==> src/rtl/i2c_sda_engine_if.sv <==
// Bus bundle between the SHT40 I2C master control and the SDA engine.
// The engine side is the slave modport; the controller/bench side is master.
interface i2c_sda_engine_if;
  logic       Scl_In;
  logic       Sda_In;
  logic [2:0] Master_State_Out;
  logic [7:0] Tx_Data;
  logic       Tx_Load;
  logic       Rx_Last;
  logic       Sda_Out;
  logic [7:0] Rx_Byte;
  logic       Rx_Valid;
  logic       Ack_Received;
  logic       Nack_Error;
  logic       Tx_Underrun;
  logic       Busy;

  modport master (
    output Scl_In, Sda_In, Master_State_Out,
    output Tx_Data, Tx_Load, Rx_Last,
    input  Sda_Out, Rx_Byte, Rx_Valid,
    input  Ack_Received, Nack_Error,
    input  Tx_Underrun, Busy
  );

  modport slave (
    input  Scl_In, Sda_In, Master_State_Out,
    input  Tx_Data, Tx_Load, Rx_Last,
    output Sda_Out, Rx_Byte, Rx_Valid,
    output Ack_Received, Nack_Error,
    output Tx_Underrun, Busy
  );
endinterface

==> src/rtl/i2c_sda_engine.sv <==
// SDA-side data engine for the SHT40 I2C master: START/STOP generation,
// MSB-first byte shifting, slave ACK sampling and master ACK/NACK drive.
module i2c_sda_engine #(
  parameter int HOLD_CYCLES = 240
) (
  input logic      clk,
  input logic      rst,
  i2c_sda_engine_if.slave bus
);
  localparam int CW = $clog2(HOLD_CYCLES + 1);
  localparam logic [CW-1:0] HOLD    = CW'(HOLD_CYCLES);
  localparam logic [CW-1:0] HOLD_M1 = CW'(HOLD_CYCLES - 1);

  localparam logic [2:0] M_START = 3'b001;
  localparam logic [2:0] M_TADDR = 3'b010;
  localparam logic [2:0] M_RECV  = 3'b011;
  localparam logic [2:0] M_WRITE = 3'b100;
  localparam logic [2:0] M_END   = 3'b110;

  localparam logic [2:0] S_IDLE   = 3'd0;
  localparam logic [2:0] S_START  = 3'd1;
  localparam logic [2:0] S_TX     = 3'd2;
  localparam logic [2:0] S_ACK_RX = 3'd3;
  localparam logic [2:0] S_RX     = 3'd4;
  localparam logic [2:0] S_ACK_TX = 3'd5;
  localparam logic [2:0] S_STOP   = 3'd6;
  localparam logic [2:0] S_RSTART = 3'd7;

  logic [2:0]    state_q, state_d;
  logic          scl_prev_q;
  logic          hold_act_q, hold_act_d;
  logic [CW-1:0] hold_cnt_q, hold_cnt_d;
  logic [CW-1:0] hi_cnt_q, hi_cnt_d;
  logic [3:0]    bitcnt_q, bitcnt_d;
  logic [7:0]    tx_sh_q, tx_sh_d;
  logic [7:0]    tx_hold_q, tx_hold_d;
  logic          tx_pend_q, tx_pend_d;
  logic [7:0]    rx_sh_q, rx_sh_d;
  logic          last_q, last_d;
  logic          low_done_q, low_done_d;
  logic          sda_q, sda_d;
  logic [7:0]    rx_byte_q, rx_byte_d;
  logic          rx_valid_q, rx_valid_d;
  logic          ack_q, ack_d;
  logic          nack_q, nack_d;
  logic          undr_q, undr_d;
  logic          busy_q, busy_d;
  logic          fall, rise, hold_pt, load;

  assign fall    = scl_prev_q & ~bus.Scl_In;
  assign rise    = ~scl_prev_q & bus.Scl_In;
  assign hold_pt = hold_act_q && (hold_cnt_q == HOLD);

  always_comb begin
    state_d    = state_q;
    bitcnt_d   = bitcnt_q;
    tx_sh_d    = tx_sh_q;
    tx_hold_d  = tx_hold_q;
    tx_pend_d  = tx_pend_q;
    rx_sh_d    = rx_sh_q;
    last_d     = last_q;
    low_done_d = low_done_q;
    sda_d      = sda_q;
    rx_byte_d  = rx_byte_q;
    ack_d      = ack_q;
    busy_d     = busy_q;
    rx_valid_d = 1'b0;
    nack_d     = 1'b0;
    load       = 1'b0;
    unique case (state_q)
      S_IDLE: begin
        if (bus.Master_State_Out == M_START && bus.Scl_In) begin
          sda_d   = 1'b0;
          busy_d  = 1'b1;
          state_d = S_START;
        end
      end
      S_START: begin
        if (fall) begin
          load     = 1'b1;
          bitcnt_d = 4'd0;
          state_d  = tx_pend_q ? S_TX : S_STOP;
        end
      end
      S_TX: begin
        if (rise) bitcnt_d = bitcnt_q + 4'd1;
        if (hold_pt) begin
          if (bitcnt_q == 4'd8) begin
            sda_d    = 1'b1;
            bitcnt_d = 4'd0;
            state_d  = S_ACK_RX;
          end else begin
            sda_d = tx_sh_q[~bitcnt_q[2:0]];
          end
        end
      end
      S_ACK_RX: begin
        if (rise) begin
          ack_d  = ~bus.Sda_In;
          nack_d = bus.Sda_In;
        end
        if (fall) begin
          bitcnt_d = 4'd0;
          if (!ack_q) begin
            state_d = S_STOP;
          end else begin
            case (bus.Master_State_Out)
              M_RECV:  state_d = S_RX;
              M_START: state_d = S_RSTART;
              M_WRITE, M_TADDR: begin
                load    = 1'b1;
                state_d = tx_pend_q ? S_TX : S_STOP;
              end
              default: state_d = S_STOP;
            endcase
          end
        end
      end
      S_RX: begin
        if (hold_pt) sda_d = 1'b1;
        if (rise && bitcnt_q != 4'd8) begin
          rx_sh_d  = {rx_sh_q[6:0], bus.Sda_In};
          bitcnt_d = bitcnt_q + 4'd1;
          if (bitcnt_q == 4'd7) begin
            rx_byte_d  = {rx_sh_q[6:0], bus.Sda_In};
            rx_valid_d = 1'b1;
          end
        end
        if (fall && bitcnt_q == 4'd8) begin
          bitcnt_d = 4'd0;
          state_d  = S_ACK_TX;
        end
      end
      S_ACK_TX: begin
        if (hold_pt) begin
          sda_d  = bus.Rx_Last;
          last_d = bus.Rx_Last;
        end
        if (fall) begin
          state_d = (last_q || bus.Master_State_Out == M_END)
                  ? S_STOP : S_RX;
        end
      end
      S_STOP: begin
        // Pull low in the low phase, release only after SCL settles high.
        if (hold_pt) begin
          sda_d      = 1'b0;
          low_done_d = 1'b1;
        end else if (low_done_q && bus.Scl_In && hi_cnt_q >= HOLD_M1) begin
          sda_d      = 1'b1;
          busy_d     = 1'b0;
          low_done_d = 1'b0;
          state_d    = S_IDLE;
        end
      end
      S_RSTART: begin
        if (hold_pt) begin
          sda_d   = 1'b1;
          state_d = S_IDLE;
        end
      end
    endcase
    undr_d = load && !tx_pend_q;
    if (load) begin
      tx_sh_d   = tx_hold_q;
      tx_pend_d = 1'b0;
    end
    if (bus.Tx_Load) begin
      tx_hold_d = bus.Tx_Data;
      tx_pend_d = 1'b1;
    end
  end

  always_comb begin
    hold_act_d = hold_act_q;
    hold_cnt_d = hold_cnt_q;
    if (fall) begin
      hold_act_d = 1'b1;
      hold_cnt_d = '0;
    end else if (hold_act_q) begin
      if (hold_cnt_q == HOLD) hold_act_d = 1'b0;
      else hold_cnt_d = hold_cnt_q + CW'(1);
    end
    hi_cnt_d = '0;
    if (bus.Scl_In)
      hi_cnt_d = (hi_cnt_q == HOLD) ? HOLD : hi_cnt_q + CW'(1);
  end

  always_ff @(posedge clk or posedge rst) begin
    if (rst) begin
      state_q    <= S_IDLE;
      scl_prev_q <= 1'b1;
      hold_act_q <= 1'b0;
      hold_cnt_q <= '0;
      hi_cnt_q   <= '0;
      bitcnt_q   <= 4'd0;
      tx_sh_q    <= 8'h00;
      tx_hold_q  <= 8'h00;
      tx_pend_q  <= 1'b0;
      rx_sh_q    <= 8'h00;
      last_q     <= 1'b0;
      low_done_q <= 1'b0;
      sda_q      <= 1'b1;
      rx_byte_q  <= 8'h00;
      rx_valid_q <= 1'b0;
      ack_q      <= 1'b0;
      nack_q     <= 1'b0;
      undr_q     <= 1'b0;
      busy_q     <= 1'b0;
    end else begin
      state_q    <= state_d;
      scl_prev_q <= bus.Scl_In;
      hold_act_q <= hold_act_d;
      hold_cnt_q <= hold_cnt_d;
      hi_cnt_q   <= hi_cnt_d;
      bitcnt_q   <= bitcnt_d;
      tx_sh_q    <= tx_sh_d;
      tx_hold_q  <= tx_hold_d;
      tx_pend_q  <= tx_pend_d;
      rx_sh_q    <= rx_sh_d;
      last_q     <= last_d;
      low_done_q <= low_done_d;
      sda_q      <= sda_d;
      rx_byte_q  <= rx_byte_d;
      rx_valid_q <= rx_valid_d;
      ack_q      <= ack_d;
      nack_q     <= nack_d;
      undr_q     <= undr_d;
      busy_q     <= busy_d;
    end
  end

  assign bus.Sda_Out      = sda_q;
  assign bus.Rx_Byte      = rx_byte_q;
  assign bus.Rx_Valid     = rx_valid_q;
  assign bus.Ack_Received = ack_q;
  assign bus.Nack_Error   = nack_q;
  assign bus.Tx_Underrun  = undr_q;
  assign bus.Busy         = busy_q;
endmodule

==> src/flat_wrapper.sv <==
// flat-port wrapper written by rule: the top's interface ports become plain ports
module i2c_sda_engine_flat 
#(
  parameter int HOLD_CYCLES = 240
)
  (clk, rst, bus_Scl_In, bus_Sda_In, bus_Master_State_Out, bus_Tx_Data, bus_Tx_Load, bus_Rx_Last, bus_Sda_Out, bus_Rx_Byte, bus_Rx_Valid, bus_Ack_Received, bus_Nack_Error, bus_Tx_Underrun, bus_Busy);
  i2c_sda_engine_if bus_i ();
  input logic clk;
  input logic rst;
  input wire logic [$bits(bus_i.Scl_In)-1:0] bus_Scl_In;
  input wire logic [$bits(bus_i.Sda_In)-1:0] bus_Sda_In;
  input wire logic [$bits(bus_i.Master_State_Out)-1:0] bus_Master_State_Out;
  input wire logic [$bits(bus_i.Tx_Data)-1:0] bus_Tx_Data;
  input wire logic [$bits(bus_i.Tx_Load)-1:0] bus_Tx_Load;
  input wire logic [$bits(bus_i.Rx_Last)-1:0] bus_Rx_Last;
  output wire logic [$bits(bus_i.Sda_Out)-1:0] bus_Sda_Out;
  output wire logic [$bits(bus_i.Rx_Byte)-1:0] bus_Rx_Byte;
  output wire logic [$bits(bus_i.Rx_Valid)-1:0] bus_Rx_Valid;
  output wire logic [$bits(bus_i.Ack_Received)-1:0] bus_Ack_Received;
  output wire logic [$bits(bus_i.Nack_Error)-1:0] bus_Nack_Error;
  output wire logic [$bits(bus_i.Tx_Underrun)-1:0] bus_Tx_Underrun;
  output wire logic [$bits(bus_i.Busy)-1:0] bus_Busy;
  assign bus_i.Scl_In = bus_Scl_In;
  assign bus_i.Sda_In = bus_Sda_In;
  assign bus_i.Master_State_Out = bus_Master_State_Out;
  assign bus_i.Tx_Data = bus_Tx_Data;
  assign bus_i.Tx_Load = bus_Tx_Load;
  assign bus_i.Rx_Last = bus_Rx_Last;
  assign bus_Sda_Out = bus_i.Sda_Out;
  assign bus_Rx_Byte = bus_i.Rx_Byte;
  assign bus_Rx_Valid = bus_i.Rx_Valid;
  assign bus_Ack_Received = bus_i.Ack_Received;
  assign bus_Nack_Error = bus_i.Nack_Error;
  assign bus_Tx_Underrun = bus_i.Tx_Underrun;
  assign bus_Busy = bus_i.Busy;
  i2c_sda_engine #(.HOLD_CYCLES(HOLD_CYCLES)) u_core (.clk(clk), .rst(rst), .bus(bus_i));
endmodule
==> config.mk <==
export PLATFORM = sky130hd
export DESIGN_NAME = i2c_sda_engine_flat
export DESIGN_NICKNAME = d
export VERILOG_FILES = /design/src/rtl/i2c_sda_engine_if.sv /design/src/rtl/i2c_sda_engine.sv /design/src/flat_wrapper.sv
export SDC_FILE = /design/constraint.sdc
export NUM_CORES = 1
export LEC_CHECK = 0
export ABC_AREA = 1
export CORE_ASPECT_RATIO = 2
export CORE_UTILIZATION = 40
export CTS_CLUSTER_DIAMETER = 50
export DETAILED_ROUTE_END_ITERATION = 6
export PLACE_DENSITY = 0.64
export SETUP_SLACK_MARGIN = 0.1
export SLEW_MARGIN = 10
export SYNTH_ARGS = -nofsm -noshare
export SYNTH_HDL_FRONTEND = slang
export SYNTH_SLANG_ARGS = --single-unit
==> constraint.sdc <==
create_clock -name clk -period 5.8 [get_ports clk]
set_clock_uncertainty 0.05 [all_clocks]
set_input_delay 1.45 -clock clk [delete_from_list [all_inputs] [get_ports clk]]
set_output_delay 1.45 -clock clk [all_outputs]
set_load 0.005 [all_outputs]
Word-level counts from Yosys, hierarchy flattened
Cells that the tools add are included.

Reductions and logical operators: 29. Bitwise gates (word level): 6. Equality and inequality tests: 33. Add/subtract/negate cells: 3. Mux-type cells: 57. Order comparisons: 2.

Operator list (count): 2-to-1 mux 8 bit (5); 2-to-1 mux 3 bit (12); 2-to-1 mux 1 bit (26); inequality test 2 x 1 -> 1 bit, second input constant (13); 2-to-1 mux 4 bit (6); case mux 3 bit (8 select lines) (1); == test 3 bit, second input constant (6); adder 8 x 1 -> 8 bit, second input constant (2); == test 8 bit, second input constant (2); == test 3 x 2 -> 1 bit, second input constant (4); case mux 4 bit (3 select lines) (1); AND reduction 10 bit (1); AND reduction 2 bit (5); case mux 3 bit (3 select lines) (1); greater-or-equal comparator 8 bit, second input constant (1); nonzero test 2 bit (4); logical AND 1 bit (7); == test 3 x 1 -> 1 bit, second input constant (2); inequality test 3 x 1 -> 1 bit, second input constant (2); AND reduction 3 bit (2); AND reduction 6 bit (1); OR reduction 2 bit (3); case mux 1 bit (5 select lines) (1); nonzero test 5 bit (1); other kinds (17) (21).

Bits in registers: 65. Logic and storage cells: 149. Output and inout port bits: 14. Bits of input ports: 17.

Logic depth before layout (Yosys ltp)
Gate-level depths: netlist of the first run.

Depth after elaboration: 8. Depth in mapped cells: 13. Depth with buffers taken out: 12.

Worst setup path before layout of the first run
OpenSTA, ideal clock, no wires.

Path kind: input port to flip-flop. Start: input port bus_Master_State_Out[2]. End: register u_core.tx_sh_q[7]. Data arrival time: 2237 ps. Library setup time: 117 ps. Stages on the path: 8. Path slack: 3395 ps. Cell sequence: nand2_1 -> nor3b_1 -> nand3_1 -> nand2_2 -> nand2_4 -> buf_6 -> nand2_1 -> o21ai_2.

Longest elaborated chain between the ends: 6. Elaborated cells between the ends (all ways): 7. Classes of those cells: eq/ne (2); mux (4); reduce/logical (1).

RTL lines: start: declaration (line flat_wrapper.sv:12) `input wire logic [$bits(bus_i.Master_State_Out)-1:0] bus_Master_State_Out;`; == test 3 bit / == test 3 x 2 -> 1 bit (equally long branches) (line i2c_sda_engine.sv:107) `case (bus.Master_State_Out)`; OR reduction 2 bit (*) (line i2c_sda_engine.sv:107); 2-to-1 mux 1 bit (*) (line i2c_sda_engine.sv:107); 2-to-1 mux 1 bit (*) (line i2c_sda_engine.sv:104) `if (!ack_q) begin`; 2-to-1 mux 1 bit (*) (line i2c_sda_engine.sv:102) `if (fall) begin`; case mux 1 bit (2 select lines) (*) (line i2c_sda_engine.sv:70) `unique case (state_q)`; end signal: assignment (line i2c_sda_engine.sv:217) `tx_sh_q <= tx_sh_d;`; end: declaration (line i2c_sda_engine.sv:35) `logic [7:0] tx_sh_q, tx_sh_d;`.

Mark *: on every way between the ends. The rest lies on a longest branch, timed or not. A chain may end at the register's enable or synchronous reset.

Worst setup path after layout of the first run
Start: input port bus_Scl_In. End: register u_core.rx_byte_q[3], in the netlist u_core.bus.Rx_Byte[3].

Longest elaborated chain between the ends: 3.

RTL lines: start: declaration (line flat_wrapper.sv:10) `input wire logic [$bits(bus_i.Scl_In)-1:0] bus_Scl_In;`; AND 1 bit (line i2c_sda_engine.sv:51) `assign rise = ~scl_prev_q & bus.Scl_In;`; logical AND 1 bit (line i2c_sda_engine.sv:121) `if (rise && bitcnt_q != 4'd8) begin`; AND reduction 3 bit (no line); end signal: assignment (line i2c_sda_engine.sv:224) `rx_byte_q <= rx_byte_d;`; end: declaration (line i2c_sda_engine.sv:42) `logic [7:0] rx_byte_q, rx_byte_d;`.

No other way between the ends.

==> metrics.md, run 1 <==
| Metric | Value |
|---|---|
| Slowest CP cell | clkdlybuf4s50_1 |
| Starting Density | 41.9% |
| DRC errors left | 0 |
| CP required | 5.97 ns |
| Period Utilization, post-route | 52.7% |
| Final Wtd Congestion | 0.897 |
| Endpoint class of the critical path | flop |
| Die area | 0.00877 mm² |
| Setup TNS Final | 0 ns |
| Synth Cell Area | 0.00335 mm² |
| Global-route met2 utilization | 32.6% |
| Min cycle time layout | 3.05 ns |
| CTS H-tree depth | 3 |
| M1 GR Usage | 19.6% |
| Power Total | 1.76 mW |
| Max-cap violations | 0 |
| Ys async rst share | 100% |
| Detail Placement HPWL | 5.46 mm |
| Largest net degree at the start of global routing | 66 |
| Hold-fix buffers, CTS | 0 |
| Least-Margin Pin Slew | 0.815 ns |
| Num rows | 46 |
| Initial antenna violation count | 0 |
| Clk Latency, worst-skew pair | 0.33 ns |
| Syn Nets | 445 |
| Final nets | 479 |
| Pre-CTS setup slack | 2.39 ns |
| Vias post-DR | 2824 |
| Fmax | 0.327 GHz |
| DR vias/cell | 5.07 |
| Routed wire length | 7.30 mm |
| Synth Instances | 422 |
| Number of buffers and inverters on the critical path | 2 |
| Top Usage Layer GRT | met2 |
| Global-route wire length before repair | 12.2 mm |
| ANT cells | 0 |
| Synthesized area per cell | 7.94 µm² |
| GRT overflow | 0 |
| Finished Cell Area | 0.00403 mm² |
| Die extent in y | 131 µm |
| Max-slew violations | 0 |
| Final worst setup slack | 2.75 ns |
| Clock root cell | clkbuf_16 |
| WS Path Type | in -> reg |
| Clock sink total | 65 |
| Slew headroom | 45.7% |
| Unrepaired setup endpoints after global routing | false |
| Setup-failing EPs final | 0 |
| Post CTS Setup Buffer Count | 0 |
| Kind of start point of the critical path | input pin |
| Initial detailed-routing violation count | 170 |
| CP top delay family | simple AND/OR/NAND/NOR gates |
| Ys flop type | dfrtp_1 |
| Routed len/inst | 13.1 µm |
| GRT Overall Usage | 18.5% |
| Vias in the first global route | 2686 |
| Layout cell share with drive strength beyond 1 | 10.2% |
| Distinct cells, synth | 35 |
| Outcome | finished, final reports clean |
| Worst-path cell chain | clkdlybuf4s50_1 > nand2_2 > clkinv_2 > o21ai_2 > nor2_4 > nand2_2 > nand2_1 > o21ai_2 |
| Die width | 66.7 µm |
| Synth Register Bits | 65 |
| Buffers on Ports | 30 |
| # IOs | 31 |
| Peak supply drop | 0.225 mV |
| Met3 usage | 3.82% |
| ANT nets after route | 0 |
| Post-synthesis sequential area ratio | 48.6% |
| Area growth syn-to-layout | 20.2% |
| Crit path DAT | 3.22 ns |
| CORE AREA | 0.00800 mm² |
| Number of buffers created by CTS | 9 |
| Pre-antenna DRT Iters | 4 |
| PostCTS Resize Cnt | 0 |
| Critical Path Fanout Max | 16 |
| Yosys warnings | 0 |
| Clock transition at path regs | 0.06 ns |
| CTS tree | built |
| Crit path largest cell delay | 0.69 ns |
| Placed Area | 0.00372 mm² |
| Max Root-Sink Buffers | 2 |
| Min-delay worst type | reg -> reg |
| LEAKAGE | 1.93 nW |
| Final Hold Fails | 0 |
| Post-synth EDFFs | 0 |
| Total of fill cells in the finished design | 764 |
| Pwr per Cell Area | 437 mW/mm² |
## per-stage QoR
step	hold slack [ns]	cells	util (%)
after floorplan	0.376	422	-
after global placement	0.409	541	46.6
after detailed placement	0.411	541	46.6
after CTS	0.421	557	50.3
after global routing	0.440	557	50.3
final	0.415	557	50.3
## metal layers
| layer | share of wire (%) | up-vias |
|---|---|---|
| met5 | 0 | - |
| met4 | 2.9 | 0 |
| met3 | 3.3 | 17 |
| met2 | 56 | 59 |
| met1 | 38 | 1328 |
| li1 | - | 1420 |
## path summary, 6_finish.rpt
| check | cells after the start | start | endpoint | slack (ns) |
|---|---|---|---|---|
| max | 8 | bus_Scl_In | u_core.bus.Rx_Byte[3] | 2.75 |
| min | 2 | u_core.bus.Sda_Out | u_core.bus.Sda_Out | 0.42 |
| max reg2reg | 8 | u_core.bitcnt_q[0] | u_core.bus.Rx_Byte[3] | 3.72 |
| min reg2reg | 2 | u_core.bus.Sda_Out | u_core.bus.Sda_Out | 0.42 |
| max in group asynchronous | 3 | rst | u_core.hi_cnt_q[4] | 3.52 |
| min in group asynchronous | 3 | rst | u_core.bus.Rx_Valid | 1.63 |
## cells in the final DEF (no fill, tap or decap), types with 4 or more instances in the layout
cell type	count
a21oi_1	21
clkbuf_16	9
clkdlybuf4s50_1	30
dfrtp_1	63
ha_1	6
inv_1	54
inv_2	4
nand2_1	115
nand3_1	35
nand4_1	5
nor2_1	34
nor2_4	4
nor3_1	5
o21ai_0	25
o21ai_2	13
## area by class of cell
| type | count | area, µm² | area share, % |
|---|---|---|---|
| sequential | 65 | 1630 | 40.5 |
| multi-input combinational | 289 | 1440 | 35.8 |
| timing repair buffer | 31 | 308 | 7.65 |
| clock buffer | 13 | 260 | 6.47 |
| inverter | 60 | 226 | 5.63 |
| tap | 96 | 120 | 2.98 |
| clock inverter | 3 | 40.0 | 0.995 |
## registers in the layout, summed over array words and instances (netlist names), 3 cells and up
name                flops
u_core.rx_sh_q          7
u_core.bitcnt_q         4
u_core.state_q          3
u_core.tx_hold_q        8
u_core.hold_cnt_q       8
u_core.hi_cnt_q         8
u_core.bus.Rx_Byte      8
u_core.tx_sh_q          8
## tightest hold or removal path: stages (launching register included)
cell	delay [ns]
dfstp_2	0.36
nand2_1	0.05
nand2_1	0.05
## cell families (layout without fill, tap and decap cells)
group                      Yosys count  after routing  synth area share, %
xor gates and xnor gates             3              3                0.785
adders and majority gates            6              6                 2.24
AOI/OAI and AO/OA                   68             68                 12.0
and+or+nand+nor                    212            212                 28.0
buffers and inverters               68            107                 8.33
DFF                                 65             65                 48.6
## power by group
group	switching [mW]	leakage, nW	internal, mW
clock	0.187	0.150	0.354
sequential	0.107	0.807	0.563
combinational	0.334	0.973	0.213
total	0.627	1.93	1.13
## synthesized netlist by cell type, drive strengths merged, types with 2 or more instances
master	instances	share of area, %
nor3	5	0.75
ha	6	2.2
clkinv	2	0.26
o21ai	41	7.6
xnor2	2	0.52
dfstp	2	1.6
clkbuf	2	0.22
a21oi	21	3.1
o31ai	3	0.67
nand2	119	14
dfrtp	63	47
nand3b	2	0.45
nand3	36	5.5
buf	6	1.3
or2	3	0.56
nor3b	2	0.45
nand4	5	0.93
inv	58	6.5
nor2	38	5.2
(Power assumes the default switching activity.)
==> inputs of run 2 (changes only) <==
--- a/config.mk
+++ b/config.mk
@@ -10,7 +10,7 @@
 export CORE_UTILIZATION = 40
 export CTS_CLUSTER_DIAMETER = 50
 export DETAILED_ROUTE_END_ITERATION = 6
-export PLACE_DENSITY = 0.64
+export PLACE_DENSITY = 0.66
 export SETUP_SLACK_MARGIN = 0.1
 export SLEW_MARGIN = 10
 export SYNTH_ARGS = -nofsm -noshare
==> constraint.sdc (replaced) <==
create_clock -name clk -period 2.69 [get_ports clk]
set_clock_uncertainty 0.05 [all_clocks]
set_input_delay 0.6725 -clock clk [delete_from_list [all_inputs] [get_ports clk]]
set_output_delay 0.6725 -clock clk [all_outputs]
set_load 0.005 [all_outputs]
==> run 2 against run 1 <==
Effect of this change: routed wire length about the same; first-iteration DRC count decreased by 28%; die area unchanged; flip-flop and latch count unchanged; critical path depth unchanged; non-clock buffer count increased by 5; cell area increased by 1.2%; cell count increased by 0.90%; setup slack got worse by 2.2 ns; utilization increased by 0.58 points; critical path type unchanged; combinational power increased by 120%.
==> metrics.md, run 2 (synthesized netlist as in run 1, its figures left out) <==
| Metric | Value |
|---|---|
| Pre-antenna DRT Iters | 4 |
| # IOs | 31 |
| Max-cap violations | 0 |
| Setup-failing EPs final | 0 |
| Setup TNS Final | 0 ns |
| Slew headroom | 64.7% |
| Vias post-DR | 2842 |
| Number of buffers and inverters on the critical path | 2 |
| PostCTS Resize Cnt | 0 |
| Worst-path cell chain | clkdlybuf4s50_1 > nand2_2 > clkinv_2 > o21ai_2 > nor2_4 > nand2_2 > nand2_1 > o21ai_2 |
| Routed wire length | 7.30 mm |
| Layout cell share with drive strength beyond 1 | 11.6% |
| Vias in the first global route | 2812 |
| Hold Crit Depth | 2 |
| CTS H-tree depth | 3 |
| Most common cell after layout, fill and taps aside | nand2_1 |
| Least-Margin Pin Slew | 0.528 ns |
| Num rows | 46 |
| Most frequent cells in the layout | nand2_1, dfrtp_1, inv_1 |
| Endpoint class of the critical path | flop |
| Worst-case reg-to-reg path depth | 9 |
| Initial detailed-routing violation count | 122 |
| Detail Placement HPWL | 5.58 mm |
| Min-delay worst type | reg -> reg |
| Starting Density | 41.9% |
| Hold-fix buffers, CTS | 0 |
| Hold WS | 0.419 ns |
| Largest net degree at the start of global routing | 24 |
| Area growth syn-to-layout | 21.6% |
| Buffers on Ports | 30 |
| CP required | 2.86 ns |
| DR vias/cell | 5.06 |
| Clock root cell | clkbuf_16 |
| Max-slew violations | 0 |
| Unrepaired setup endpoints after global routing | false |
| Max Root-Sink Buffers | 2 |
| DRC errors left | 0 |
| Worst reg-to-reg setup slack | 0.64 ns |
| R2r endpoint | u_core.state_q[2] |
| Outcome | finished, final reports clean |
| Global-route wire length before repair | 12.6 mm |
| GRT Overall Usage | 19.0% |
| Clock sink total | 65 |
| Origin of the critical flop-to-flop path | u_core.bitcnt_q[0] |
| Crit path largest cell delay | 0.72 ns |
| Post CTS Setup Buffer Count | 0 |
| CORE AREA | 0.00800 mm² |
| Min-delay src | u_core.bus.Sda_Out |
| Crit path DAT | 2.28 ns |
| Die extent in y | 131 µm |
| Initial antenna violation count | 0 |
| ANT nets after route | 0 |
| Critical Path Fanout Max | 16 |
| LEAKAGE | 1.95 nW |
| Clk Latency, worst-skew pair | 0.33 ns |
| WS Path Type | in -> reg |
| Number of buffers created by CTS | 9 |
| GRT overflow | 0 |
| Hold path endpoint | u_core.bus.Sda_Out |
| Final nets | 484 |
| Peak supply drop | 0.413 mV |
| Final Wtd Congestion | 0.925 |
| ANT cells | 0 |
| Clock transition at path regs | 0.06 ns |
| Final Hold Fails | 0 |
| Fmax | 0.473 GHz |
| Die area | 0.00877 mm² |
| CTS tree | built |
| Die width | 66.7 µm |
| Total of fill cells in the finished design | 761 |
| Pwr per Cell Area | 928 mW/mm² |
| Slowest CP cell | clkdlybuf4s50_1 |
| Period Utilization, post-route | 78.5% |
| Kind of start point of the critical path | input pin |
| Min cycle time layout | 2.11 ns |
| CP top delay family | buffers and inverters |
| Routed len/inst | 13.0 µm |
==> run 2: power breakdown <==
part | internal, mW | switching [mW] | leakage (nW)
Clock | 0.714 | 0.434 | 0.137
Combinational | 0.467 | 0.723 | 1.00
Sequential | 1.21 | 0.227 | 0.807
==> run 2: worst register-to-register path: stages, from the launching register on <==
cell and delay, ns:
dfrtp_1 0.48, inv_1 0.20, ha_1 0.19, nand2_1 0.09, nor2_1 0.21, nand3_1 0.27
a21oi_1 0.23, nand2_1 0.11, nand2_1 0.07, nand2_1 0.05
==> run 2: stage by stage <==
stage,setup slack [ns],cell area (µm²),total power [mW],cells,utilization (%)
6_report,0.578,4070,3.78,562,50.9
5_1_grt,0.413,4070,4.06,562,50.9
4_1_cts,0.575,4070,3.81,562,50.9
3_5_place_dp,0.237,3770,2.65,546,47.2
3_3_place_gp,0.273,3770,2.62,546,47.2
2_1_floorplan,0.344,3350,2.31,422,-
==> run 2: layout make-up <==
cell class	instances	area (µm²)	area share, %
multi-input cells	289	1440	35.4
repair buffers	36	358	8.79
clock buffers	9	225	5.53
inverters	60	226	5.56
well taps	96	120	2.95
clock inverters	7	71.3	1.75
flip-flops and latches	65	1630	40.0
==> run 2: worst max path at each step <==
stage / startpoint / cells after the start / slack (ns) / endpoint
CTS: bus_Scl_In / 8 / 0.57 / u_core.bus.Rx_Byte[4]
finish: bus_Scl_In / 8 / 0.58 / u_core.bus.Rx_Byte[5]
global placement: bus_Scl_In / 8 / 0.27 / u_core.bus.Rx_Byte[5]
global route: u_core.bitcnt_q[0] / 12 / 0.41 / u_core.state_q[1]
detailed placement: bus_Scl_In / 9 / 0.24 / u_core.bus.Rx_Byte[6]
floorplan: rst / 1 / 0.34 / u_core.bitcnt_q[0]
==> run 2: per-layer routing <==
metal / track usage [%] / vias to the layer above / share of wire [%] / wire, µm
met3: 4.17 / 17 / 2.8 / 204
li1: - / 1435 / - / -
met1: 19.9 / 1343 / 38 / 2800
met2: 33.4 / 47 / 56 / 4090
met4: 10.5 / 0 / 2.8 / 204
met5: 0 / - / 0 / 0
==> inputs of run 3 (changes only) <==
--- a/config.mk
+++ b/config.mk
@@ -10,7 +10,7 @@
 export CORE_UTILIZATION = 40
 export CTS_CLUSTER_DIAMETER = 50
 export DETAILED_ROUTE_END_ITERATION = 6
-export PLACE_DENSITY = 0.66
+export PLACE_DENSITY = 0.64
 export SETUP_SLACK_MARGIN = 0.1
 export SLEW_MARGIN = 10
 export SYNTH_ARGS = -nofsm -noshare
==> constraint.sdc (replaced) <==
create_clock -name clk -period 2.2 [get_ports clk]
set_clock_uncertainty 0.05 [all_clocks]
set_input_delay 0.55 -clock clk [delete_from_list [all_inputs] [get_ports clk]]
set_output_delay 0.55 -clock clk [all_outputs]
set_load 0.005 [all_outputs]
==> run 3 against run 2 <==
Effect of this change: via count rose by 0.67%; highest routed layer unchanged; routed wire length grew 0.23%; cell area grew 1.0%; critical path depth shrank 7; first-iteration DRC count increased by 120%; combinational power grew 28%; utilization increased by 0.53 points; die area did not move.
==> metrics.md, run 3 (synthesized netlist as in run 1, its figures left out) <==
| Metric | Value |
|---|---|
| ANT nets after route | 0 |
| Psw | 1.67 mW |
| Endpoint class of the critical path | output port |
| Final Wtd Congestion | 0.848 |
| Hold Crit Depth | 2 |
| Finished Layout Cells | 564 |
| WS Path Type | reg -> out |
| Clock power share | 31.4% |
| Critical Path Fanout Max | 2 |
| Initial detailed-routing violation count | 269 |
| CTS H-tree depth | 3 |
| Final nets | 486 |
| ANT cells | 0 |
| Internal power | 3.08 mW |
| Num rows | 46 |
| Area growth syn-to-layout | 22.8% |
| Switching Fraction | 35.1% |
| Max-slew violations | 0 |
| CTS tree | built |
| Worst reg-to-reg setup slack | 0.30 ns |
| Final worst setup slack | 0.250 ns |
| Pre-antenna DRT Iters | 4 |
| Kind of start point of the critical path | flop |
| Pwr per Cell Area | 1160 mW/mm² |
| Min-delay worst type | reg -> reg |
| Initial antenna violation count | 0 |
| PostCTS Resize Cnt | 0 |
| M1 GR Usage | 19.9% |
| Die area | 0.00877 mm² |
| Crit path DAT | 1.35 ns |
| Die extent in y | 131 µm |
| Global-route met2 utilization | 31.3% |
| Most common cell after layout, fill and taps aside | nand2_1 |
| DRC errors left | 0 |
| CP required | 1.60 ns |
| Clock root cell | clkbuf_16 |
| Comb power frac | 32.0% |
| Worst-case reg-to-reg path depth | 10 |
| Clk Latency, worst-skew pair | 0.33 ns |
| Least-Margin Pin Slew | 0.456 ns |
| Setup TNS Final | 0 ns |
| Slew headroom | 69.5% |
| Peak supply drop | 0.505 mV |
| Vias post-DR | 2861 |
| # IOs | 31 |
| DR vias/cell | 5.07 |
| Met3 usage | 4.77% |
| Worst-path cell chain | clkdlybuf4s50_1 |
| Post CTS Setup Buffer Count | 0 |
| Max-cap violations | 0 |
| CP top delay family | flip-flops |
| Unrepaired setup endpoints after global routing | false |
| Most frequent cells in the layout | nand2_1, dfrtp_1, inv_1 |
| CORE AREA | 0.00800 mm² |
| Global-route wire length before repair | 12.4 mm |
| Number of buffers and inverters on the critical path | 1 |
| Detail Placement HPWL | 5.43 mm |
| Fmax | 0.513 GHz |
| GRT Overall Usage | 18.8% |
| Min cycle time layout | 1.95 ns |
| Pre-CTS setup slack | -0.00679 ns |
| Clock sink total | 65 |
| GRT overflow | 0 |
| Crit path largest cell delay | 0.53 ns |
| Hold-fix buffers, CTS | 0 |
| Number of buffers created by CTS | 9 |
| Layout cell share with drive strength beyond 1 | 12.0% |
| Clock transition at path regs | 0.05 ns |
| Setup-failing EPs final | 0 |
| Die width | 66.7 µm |
| Utilization after layout | 51.4% |
| Period Utilization, post-route | 88.6% |
| Buffers on Ports | 30 |
| Routed len/inst | 13.0 µm |
| Vias in the first global route | 2810 |
| Outcome | finished, final reports clean |
| Final Hold Fails | 0 |
| Max Root-Sink Buffers | 2 |
| LEAKAGE | 1.96 nW |
| Largest net degree at the start of global routing | 66 |
| Slowest CP cell | dfstp_2 |
| Critical path depth | 1 |
| Seq pwr share | 36.5% |
| Starting Density | 41.9% |
| Routed wire length | 7.32 mm |
| Placed cells | 548 |
| Top Usage Layer GRT | met2 |
run 3: changes by cell type in the layout (fill, tap and decap cells not counted):
cell / delta
buf_4: +2
nor2_2: +1
nand3_1: -1
nand3_2: +1
bufinv_16: +1
clkinv_2: -1
nor2_1: -1
clkbuf_1: +2
inv_2: -1
clkinv_4: -1
run 3: final timing paths:
kind	from	endpoint
max	u_core.bus.Sda_Out	bus_Sda_Out
min	u_core.bus.Busy	u_core.bus.Busy
max reg2reg	u_core.hold_cnt_q[0]	u_core.state_q[0]
min reg2reg	u_core.bus.Busy	u_core.bus.Busy
max in group asynchronous	rst	u_core.bus.Sda_Out
min in group asynchronous	rst	u_core.hold_cnt_q[5]
run 3: stage by stage:
step / hold WS [ns] / power, mW / cell area [µm²]
2_1_floorplan: 0.376 / 2.83 / 3350
3_3_place_gp: 0.407 / 3.24 / 3790
3_5_place_dp: 0.419 / 3.27 / 3790
4_1_cts: 0.433 / 4.78 / 4110
5_1_grt: 0.455 / 5.10 / 4110
6_report: 0.432 / 4.76 / 4110
run 3: routing by layer:
layer  vias to the layer above  routed length, µm  share of wire [%]
li1                       1431                  -                  -
met1                      1337               2810                 38
met2                        65               3910                 53
met3                        28                214                2.9
met4                         0                376                5.1
met5                         -                  0                  0
run 3: power groups by stage:
stage,logic [mW],registers (mW),clock network (mW)
2_1_floorplan,1.18,1.64,0
3_3_place_gp,1.49,1.74,0
3_5_place_dp,1.52,1.75,0
4_1_cts,1.53,1.73,1.52
5_1_grt,1.74,1.78,1.58
6_report,1.52,1.74,1.49
run 3: layout make-up:
cell class / instances / area (µm²)
clock buffers: 11 / 233
clock inverters: 5 / 80.1
fillers: 762 / 3890
inverters: 60 / 230
multi-input cells: 289 / 1450
flip-flops and latches: 65 / 1630
well taps: 96 / 120
repair buffers: 38 / 373
